$ cat src/rtl/root_fanin_collector.sv
// ---------------------------------------------------------------------------
// root_fanin_collector
//   Round-robin fan-in of N_CHILD request streams into one registered output
//   slot. Each output beat carries the index of the child that produced it.
//   A wrapping counter records completed output handshakes for debug.
//
// Ports
//   clk         clock; all state updates on the rising edge
//   rst_n       asynchronous active-low reset
//   in_valid    per-child request valid                 [N_CHILD]
//   in_data     per-child payload, child i at [i*DATA_W +: DATA_W]
//   in_ready    per-child accept, one-hot or zero       [N_CHILD]
//   out_valid   output slot holds a beat
//   out_ready   downstream accept
//   out_data    payload of the held beat                [DATA_W]
//   out_src     child index of the held beat            [SRC_W]
//   accept_cnt  completed output handshakes, wrapping   [CNT_W]
// ---------------------------------------------------------------------------
module root_fanin_collector #(
    parameter int unsigned N_CHILD = 5,
    parameter int unsigned DATA_W  = 8,
    parameter int unsigned SRC_W   = $clog2(N_CHILD),
    parameter int unsigned CNT_W   = 16
) (
    input  logic                        clk,
    input  logic                        rst_n,
    input  logic [N_CHILD-1:0]          in_valid,
    input  logic [N_CHILD*DATA_W-1:0]   in_data,
    output logic [N_CHILD-1:0]          in_ready,
    output logic                        out_valid,
    input  logic                        out_ready,
    output logic [DATA_W-1:0]           out_data,
    output logic [SRC_W-1:0]            out_src,
    output logic [CNT_W-1:0]            accept_cnt
);

    logic [SRC_W-1:0]  rr_ptr;
    logic              load_en;
    logic              found;
    logic [SRC_W-1:0]  grant_idx;
    logic [SRC_W-1:0]  next_ptr;
    logic [DATA_W-1:0] sel_data;
    logic              take;

    // The slot can take a new beat when empty or when draining this cycle.
    assign load_en = !out_valid || out_ready;

    // Scan from rr_ptr upward, wrapping modulo N_CHILD; the first valid
    // child in that order wins. The sum is one bit wider than the pointer
    // so the wrap subtraction cannot overflow.
    always_comb begin
        logic [SRC_W:0] sum;
        logic [SRC_W-1:0] idx;
        found     = 1'b0;
        grant_idx = '0;
        sum       = '0;
        idx       = '0;
        for (int unsigned k = 0; k < N_CHILD; k++) begin
            sum = {1'b0, rr_ptr} + (SRC_W+1)'(k);
            if (sum >= (SRC_W+1)'(N_CHILD)) begin
                sum = sum - (SRC_W+1)'(N_CHILD);
            end
            idx = sum[SRC_W-1:0];
            if (!found && in_valid[idx]) begin
                found     = 1'b1;
                grant_idx = idx;
            end
        end
    end

    always_comb begin
        in_ready = '0;
        if (rst_n && load_en && found) begin
            in_ready[grant_idx] = 1'b1;
        end
    end

    assign take     = |in_ready;
    assign sel_data = in_data[grant_idx*DATA_W +: DATA_W];
    assign next_ptr = (grant_idx == SRC_W'(N_CHILD-1)) ? '0 : grant_idx + SRC_W'(1);

    always_ff @(posedge clk or negedge rst_n) begin
        if (!rst_n) begin
            out_valid  <= 1'b0;
            out_data   <= '0;
            out_src    <= '0;
            accept_cnt <= '0;
            rr_ptr     <= '0;
        end else begin
            if (out_valid && out_ready) begin
                accept_cnt <= accept_cnt + CNT_W'(1);
            end
            if (take) begin
                out_valid <= 1'b1;
                out_data  <= sel_data;
                out_src   <= grant_idx;
                rr_ptr    <= next_ptr;
            end else if (out_ready) begin
                out_valid <= 1'b0;
            end
        end
    end

endmodule
$ cat config.mk
export PLATFORM = sky130hd
export DESIGN_NAME = root_fanin_collector
export DESIGN_NICKNAME = d
export VERILOG_FILES = /design/src/rtl/root_fanin_collector.sv
export SDC_FILE = /design/constraint.sdc
export NUM_CORES = 1
export LEC_CHECK = 0
export ABC_CLOCK_PERIOD_IN_PS = 6200
export CAP_MARGIN = 20
export CORE_MARGIN = 2
export CORE_UTILIZATION = 50
export DETAILED_ROUTE_END_ITERATION = 10
export GPL_TIMING_DRIVEN = 0
export PLACE_DENSITY = 0.88
export SYNTH_ARGS = -nofsm -noshare
export SYNTH_HDL_FRONTEND = slang
export SYNTH_SLANG_ARGS = --single-unit
export TNS_END_PERCENT = 30
$ cat constraint.sdc
create_clock -name clk -period 6.2 [get_ports clk]
set_input_delay 1.24 -clock clk [delete_from_list [all_inputs] [get_ports clk]]
set_output_delay 1.24 -clock clk [all_outputs]
set_load 0.02 [all_outputs]
==> impl_metrics.ini, run 1 <==
[synth]
synth_common_cells = dfrtp_1 (31), nor2_1 (29), nand2_1 (26)
synth_area_leader_cell = dfrtp_1
synth-edff-count = 0
yosysMostFrequentCell = dfrtp_1
ys_async_sr_fraction_pct = 100
synth.area.top_cells = dfrtp_1 (24%), and2_1 (3.9%), and3_1 (3.9%)
synth_fp_nets = 434
synth_top_area_share_pct = 24.1
synth_area_per_cell_um2 = 8.58
synthCells = 375
synth_ff_type = dfrtp_1
synth_area_mm2 = 0.00322
ys_ff_latch = 31
synth_seq_area_share_pct = 24.1
synth_cell_types = 68
yosysWarnings = 0

[clocking]
clock_latency_ps = 290
clk_pin_slew_ps = 60
numClockSinks = 31
cts_tree = yes
clk_path_buf_depth = 2
cts-root-buf = clkbuf_8
numCtsBuffers = 5
h-tree-depth = 2

[run_status]
status = finished, violations left
violations = setup timing

[detailed_routing]
avgViaCountPerCell = 6.24
drtIter0Drc = 191
first_pass_iters = 5
wire_per_inst_um = 18.1
dr_total_vias = 3381
ant_nets = 0
drc = 0
wl_um = 9790

[sta]
finalHoldViolations = 0
fin_crit_sh_pct = 100
rsz0062_at_grt = true
post-route-min-period_ps = 6220
clock-skew-final_ps = 3.01
max_slew_margin_pct = 50.3
worst_pin_slew_ps = 744
setup_viol_count_final = 1
max_freq_mhz = 161
slew_viol_final = 0
setup_ws_ps = -22.2

[layout]
fin_area_mm2 = 0.00430
areaGrowthSynthToFinish_pct = 33.5
n_antenna_cell = 0
drive_above_1_share_pct = 14.6
nFillCells = 490
final_cells = 542
final_nets = 523

[place]
placed_cell_area_mm2 = 0.00414
pre_cts_slack_ps = 17.3
io_buffer_count = 80
routabilityCongestion = 0.933
post-dp-hpwl_um = 7440
dp.cells = 533

[setup_path]
cp.arrival_ps = 4980
regToRegEndpoint = rr_ptr[1]$_DFFE_PN0P_
critPathKind = in2out
cp-end-kind = primary output
crit_fanout = 10
cp-start-kind = primary input
r2r_slack_ps = 1810
reg2regPathDepth = 18
r2r-start = rr_ptr[0]$_DFFE_PN0P_
cp.required_ps = 4960

[worst_hold_path]
holdPathEnd = accept_cnt[15]$_DFFE_PN0P_
holdCritPathClass = reg2reg
hold_path_startpoint = accept_cnt[15]$_DFFE_PN0P_
min_path_cells = 1

[floorplanning]
num_rows = 29
die_w_um = 84.2
ioPinCount = 81
die-area_mm2 = 0.00709
core_mm2 = 0.00628
die_h_um = 84.2
start_util_pct = 51.3

[grt]
grt_use_total_pct = 27.7
antenna_found_initial = 0
grt_max_degree = 20
grt_pass1_wl_um = 16000
grt_pass1_vias = 3371
overflow = 0

[run]
maxCapViolCount = 0
-- state kept, by name, summed over array words and instances (netlist names) --
| register | cells |
|---|---|
| accept_cnt | 16 |
| out_data | 8 |
| out_src | 3 |
| rr_ptr | 3 |
| out_valid | 1 |
-- cell families after synthesis --
group	count (synthesis)	synth area share [%]
simple gates	152	26.5
compound gates	110	29.2
buf+inv	45	6.73
flops	31	24.1
xor+xnor	18	4.90
fa+ha+maj	11	4.51
mux	8	4.08
-- through the flow --
step / hold slack, ps / util [%] / TNS (ps)
detailed placement: 472 / 66.0 / 0
floorplan: 582 / - / 0
global placement: 461 / 65.6 / 0
CTS: 483 / 68.1 / 0
global route: 518 / 68.4 / -180
finish: 471 / 68.4 / -22.2
-- worst max path at each step --
stage / slack, ps / startpoint / cells past startpoint / endpoint
CTS: 5 / in_valid[2] / 13 / in_ready[1]
global placement: 70 / in_valid[2] / 13 / in_ready[1]
detailed placement: 20 / in_valid[2] / 13 / in_ready[1]
floorplan: 1190 / rr_ptr[0]$_DFFE_PN0P_ / 14 / in_ready[1]
finish: -20 / in_valid[2] / 13 / in_ready[1]
global route: -180 / rr_ptr[0]$_DFFE_PN0P_ / 17 / in_ready[1]
-- cell usage in the layout, fill, tap and decap left out, types with 4 or more instances in the layout --
cell type / Yosys / routed
a41oi_1: 8 / 8
o311ai_1: 8 / 8
xor2_1: 4 / 4
buf_2: 11 / 10
dfrtp_1: 31 / 29
nand2b_1: 14 / 14
o21ai_0: 8 / 7
ha_1: 10 / 10
xnor2_1: 14 / 14
nand3b_1: 4 / 4
or2_2: 4 / 4
nor2_1: 29 / 29
mux4_2: 4 / 4
o22ai_1: 4 / 4
clkbuf_1: 4 / 4
o31ai_1: 11 / 10
inv_1: 22 / 22
a211oi_1: 10 / 10
nand2_1: 26 / 26
and3_1: 20 / 20
clkbuf_8: 0 / 6
a21oi_1: 8 / 8
a211oi_2: 8 / 8
clkdlybuf4s50_1: 0 / 78
and2_1: 20 / 20
nand3_1: 11 / 11
buf_4: 3 / 4
-- worst max-delay path, cell delays in order --
cell,delay [ps]
clkdlybuf4s50_1,590
mux4_2,530
mux2i_1,120
or2_2,180
nand2b_1,100
nand3b_1,260
or3_1,410
buf_2,160
buf_2,190
a21o_4,240
nand2b_1,190
nor2_1,140
clkdlybuf4s50_1,640
-- area by class of cell --
| type | instances | area (µm²) | area share [%] |
|---|---|---|---|
| clock inverter | 2 | 35.0 | 0.815 |
| timing repair buffer | 82 | 841 | 19.6 |
| multi-input combinational | 299 | 2240 | 52.2 |
| buffer | 21 | 129 | 3.00 |
| inverter | 24 | 90.1 | 2.10 |
| tap | 77 | 96.3 | 2.24 |
| sequential | 31 | 778 | 18.1 |
| clock buffer | 6 | 82.6 | 1.92 |
-- layer usage --
layer	global-route usage (%)	routed length [µm]	vias to the layer above
met4	12.2	329	0
met3	3.74	664	37
met1	35.2	4080	1615
met2	47.0	4710	153
li1	-	-	1576
met5	0	0	-
-- what timing repair did --
item | CTS | global route
buffers inserted | 0 | 1
gates resized for setup | 6 | 5
setup endpoints to repair | 2 | 4
hold buffers | 0 | 0
Power of run 1 is not shown: default switching activity piles up to over one toggle a cycle in this logic, so the estimate is an artifact.
==> run 2: changes to the inputs <==
--- a/config.mk
+++ b/config.mk
@@ -5,7 +5,7 @@
 export SDC_FILE = /design/constraint.sdc
 export NUM_CORES = 1
 export LEC_CHECK = 0
-export ABC_CLOCK_PERIOD_IN_PS = 6200
+export ABC_CLOCK_PERIOD_IN_PS = 7200
 export CAP_MARGIN = 20
 export CORE_MARGIN = 2
 export CORE_UTILIZATION = 50
@@ -15,4 +15,4 @@
 export SYNTH_ARGS = -nofsm -noshare
 export SYNTH_HDL_FRONTEND = slang
 export SYNTH_SLANG_ARGS = --single-unit
-export TNS_END_PERCENT = 30
+export TNS_END_PERCENT = 20
==> constraint.sdc (replaced) <==
create_clock -name clk -period 7.2 [get_ports clk]
set_input_delay 1.44 -clock clk [delete_from_list [all_inputs] [get_ports clk]]
set_output_delay 1.44 -clock clk [all_outputs]
set_load 0.02 [all_outputs]
==> impl_metrics.ini, run 2 (synthesized netlist as in run 1, its figures left out) <==
[clocking]
hold_buffers = 0
cts-root-buf = clkbuf_8
cts_tree = yes
clk_pin_slew_ps = 70
numCtsBuffers = 5
clock_latency_ps = 290
h-tree-depth = 2
cts_setup_buffers = 0
clk_path_buf_depth = 2
numClockSinks = 31
cts_resized = 0

[grt]
grt_pass1_wl_um = 16000
overflow = 0
antenna_found_initial = 0
top_usage_layer = met2
grt_pass1_vias = 3358
met1_usage_pct = 35.3
grtUsageMet3_pct = 3.74
grt_use_total_pct = 27.6
grt.met2_usage_pct = 46.6
grt_max_degree = 20

[floorplanning]
start_util_pct = 51.3
core_mm2 = 0.00628
num_rows = 29
die-area_mm2 = 0.00709
ioPinCount = 81
die_h_um = 84.2
die_w_um = 84.2

[run]
maxCapViolCount = 0

[setup_path]
cp_top_family = buffers and inverters
path_cells = clkdlybuf4s50_1 > mux4_2 > mux2i_1 > or2_2 > nand2b_1 > nand3b_1 > or3_1 > buf_2 > buf_2 > a21o_4 > nand2b_1 > nor2_1 > clkdlybuf4s50_1
cp_slowest_cell = clkdlybuf4s50_1
critPathMaxStageDelay_ps = 640
critPathKind = in2out
crit_buf_inv = 4
cp.required_ps = 5760
crit_fanout = 10
cp-end-kind = primary output
cp-start-kind = primary input
cp.arrival_ps = 5190

[place]
io_buffer_count = 80
dp.cells = 533
placed_cell_area_mm2 = 0.00414
post-dp-hpwl_um = 7440
routabilityCongestion = 0.933

[worst_hold_path]
holdCritPathClass = reg2reg

[layout]
final_cells = 541
final_nets = 522
layout_common_cells = clkdlybuf4s50_1 (80), dfrtp_1 (31), nor2_1 (29), nand2_1 (26), inv_1 (22)
final_common_cell = clkdlybuf4s50_1
fin_area_mm2 = 0.00426
n_antenna_cell = 0
drive_above_1_share_pct = 12.9
regMostFlops = accept_cnt
top_regs = accept_cnt: 16 flops, out_data: 8 flops
areaGrowthSynthToFinish_pct = 32.4
largest_register_ffs = 16

[run_status]
status = finished, final reports clean

[sta]
slew_viol_final = 0
final.setup.tns_ps = 0
setup_viol_count_final = 0
max_freq_mhz = 151
clock-skew-final_ps = 1.49
fin_crit_sh_pct = 92.1
worst_pin_slew_ps = 744
finalHoldViolations = 0
post-route-min-period_ps = 6630
rsz0062_at_grt = false
max_slew_margin_pct = 50.0

[detailed_routing]
drtIter0Drc = 220
drc = 0
avgViaCountPerCell = 6.27
dr_total_vias = 3392
ant_nets = 0
wl_um = 9650
first_pass_iters = 5
wire_per_inst_um = 17.8
==> run 2: per-stage QoR <==
stage                     setup slack [ps]  util, %  hold slack, ps
final                                  566     67.9             471
after global routing                   359     67.9             518
after CTS                              605     67.9             483
after detailed placement               617     66.0             472
after global placement                 671     65.6             461
after floorplan                       1980        -             582
==> run 2: layout make-up <==
type / count / area, µm²
repair buffers: 81 / 828
plain buffers: 21 / 126
fillers: 494 / 2020
flip-flops and latches: 31 / 776
inverters: 24 / 90.1
well taps: 77 / 96.3
clock buffers: 6 / 82.6
multi-input cells: 299 / 2230
clock inverters: 2 / 35.0
==> run 2: worst register-to-register path, stage by stage, from the launching register on <==
cell and delay (ps):
dfrtp_1 460, buf_4 230, inv_2 200, ha_1 200, inv_1 60, fa_1 450, or3_1 460, and3b_1 210
nor3_1 580, o211ai_1 170, a221o_2 460, buf_6 170, and3_1 180, o31ai_1 370, a41oi_1 190
==> run 2: layer usage <==
metal	share of wire, %	wire length [µm]
met3	6.6	635
met5	0	0
met2	48	4640
met1	42	4070
met4	3.1	303
==> run 2: final timing paths <==
| path | startpoint | to | slack (ps) | cells after the start |
|---|---|---|---|---|
| worst max-delay path | in_valid[1] | in_ready[1] | 570 | 13 |
| worst min-delay path | accept_cnt[15]$_DFFE_PN0P_ | accept_cnt[15]$_DFFE_PN0P_ | 470 | 1 |
| worst max register to register | rr_ptr[0]$_DFFE_PN0P_ | out_data[4]$_DFFE_PN0P_ | 2670 | 14 |
| worst min register to register | accept_cnt[15]$_DFFE_PN0P_ | accept_cnt[15]$_DFFE_PN0P_ | 470 | 1 |
| max in group asynchronous | rst_n | accept_cnt[1]$_DFFE_PN0P_ | 5070 | 2 |
| min in group asynchronous | rst_n | accept_cnt[14]$_DFFE_PN0P_ | 1590 | 1 |
Power of run 2 is left out for the same reason.
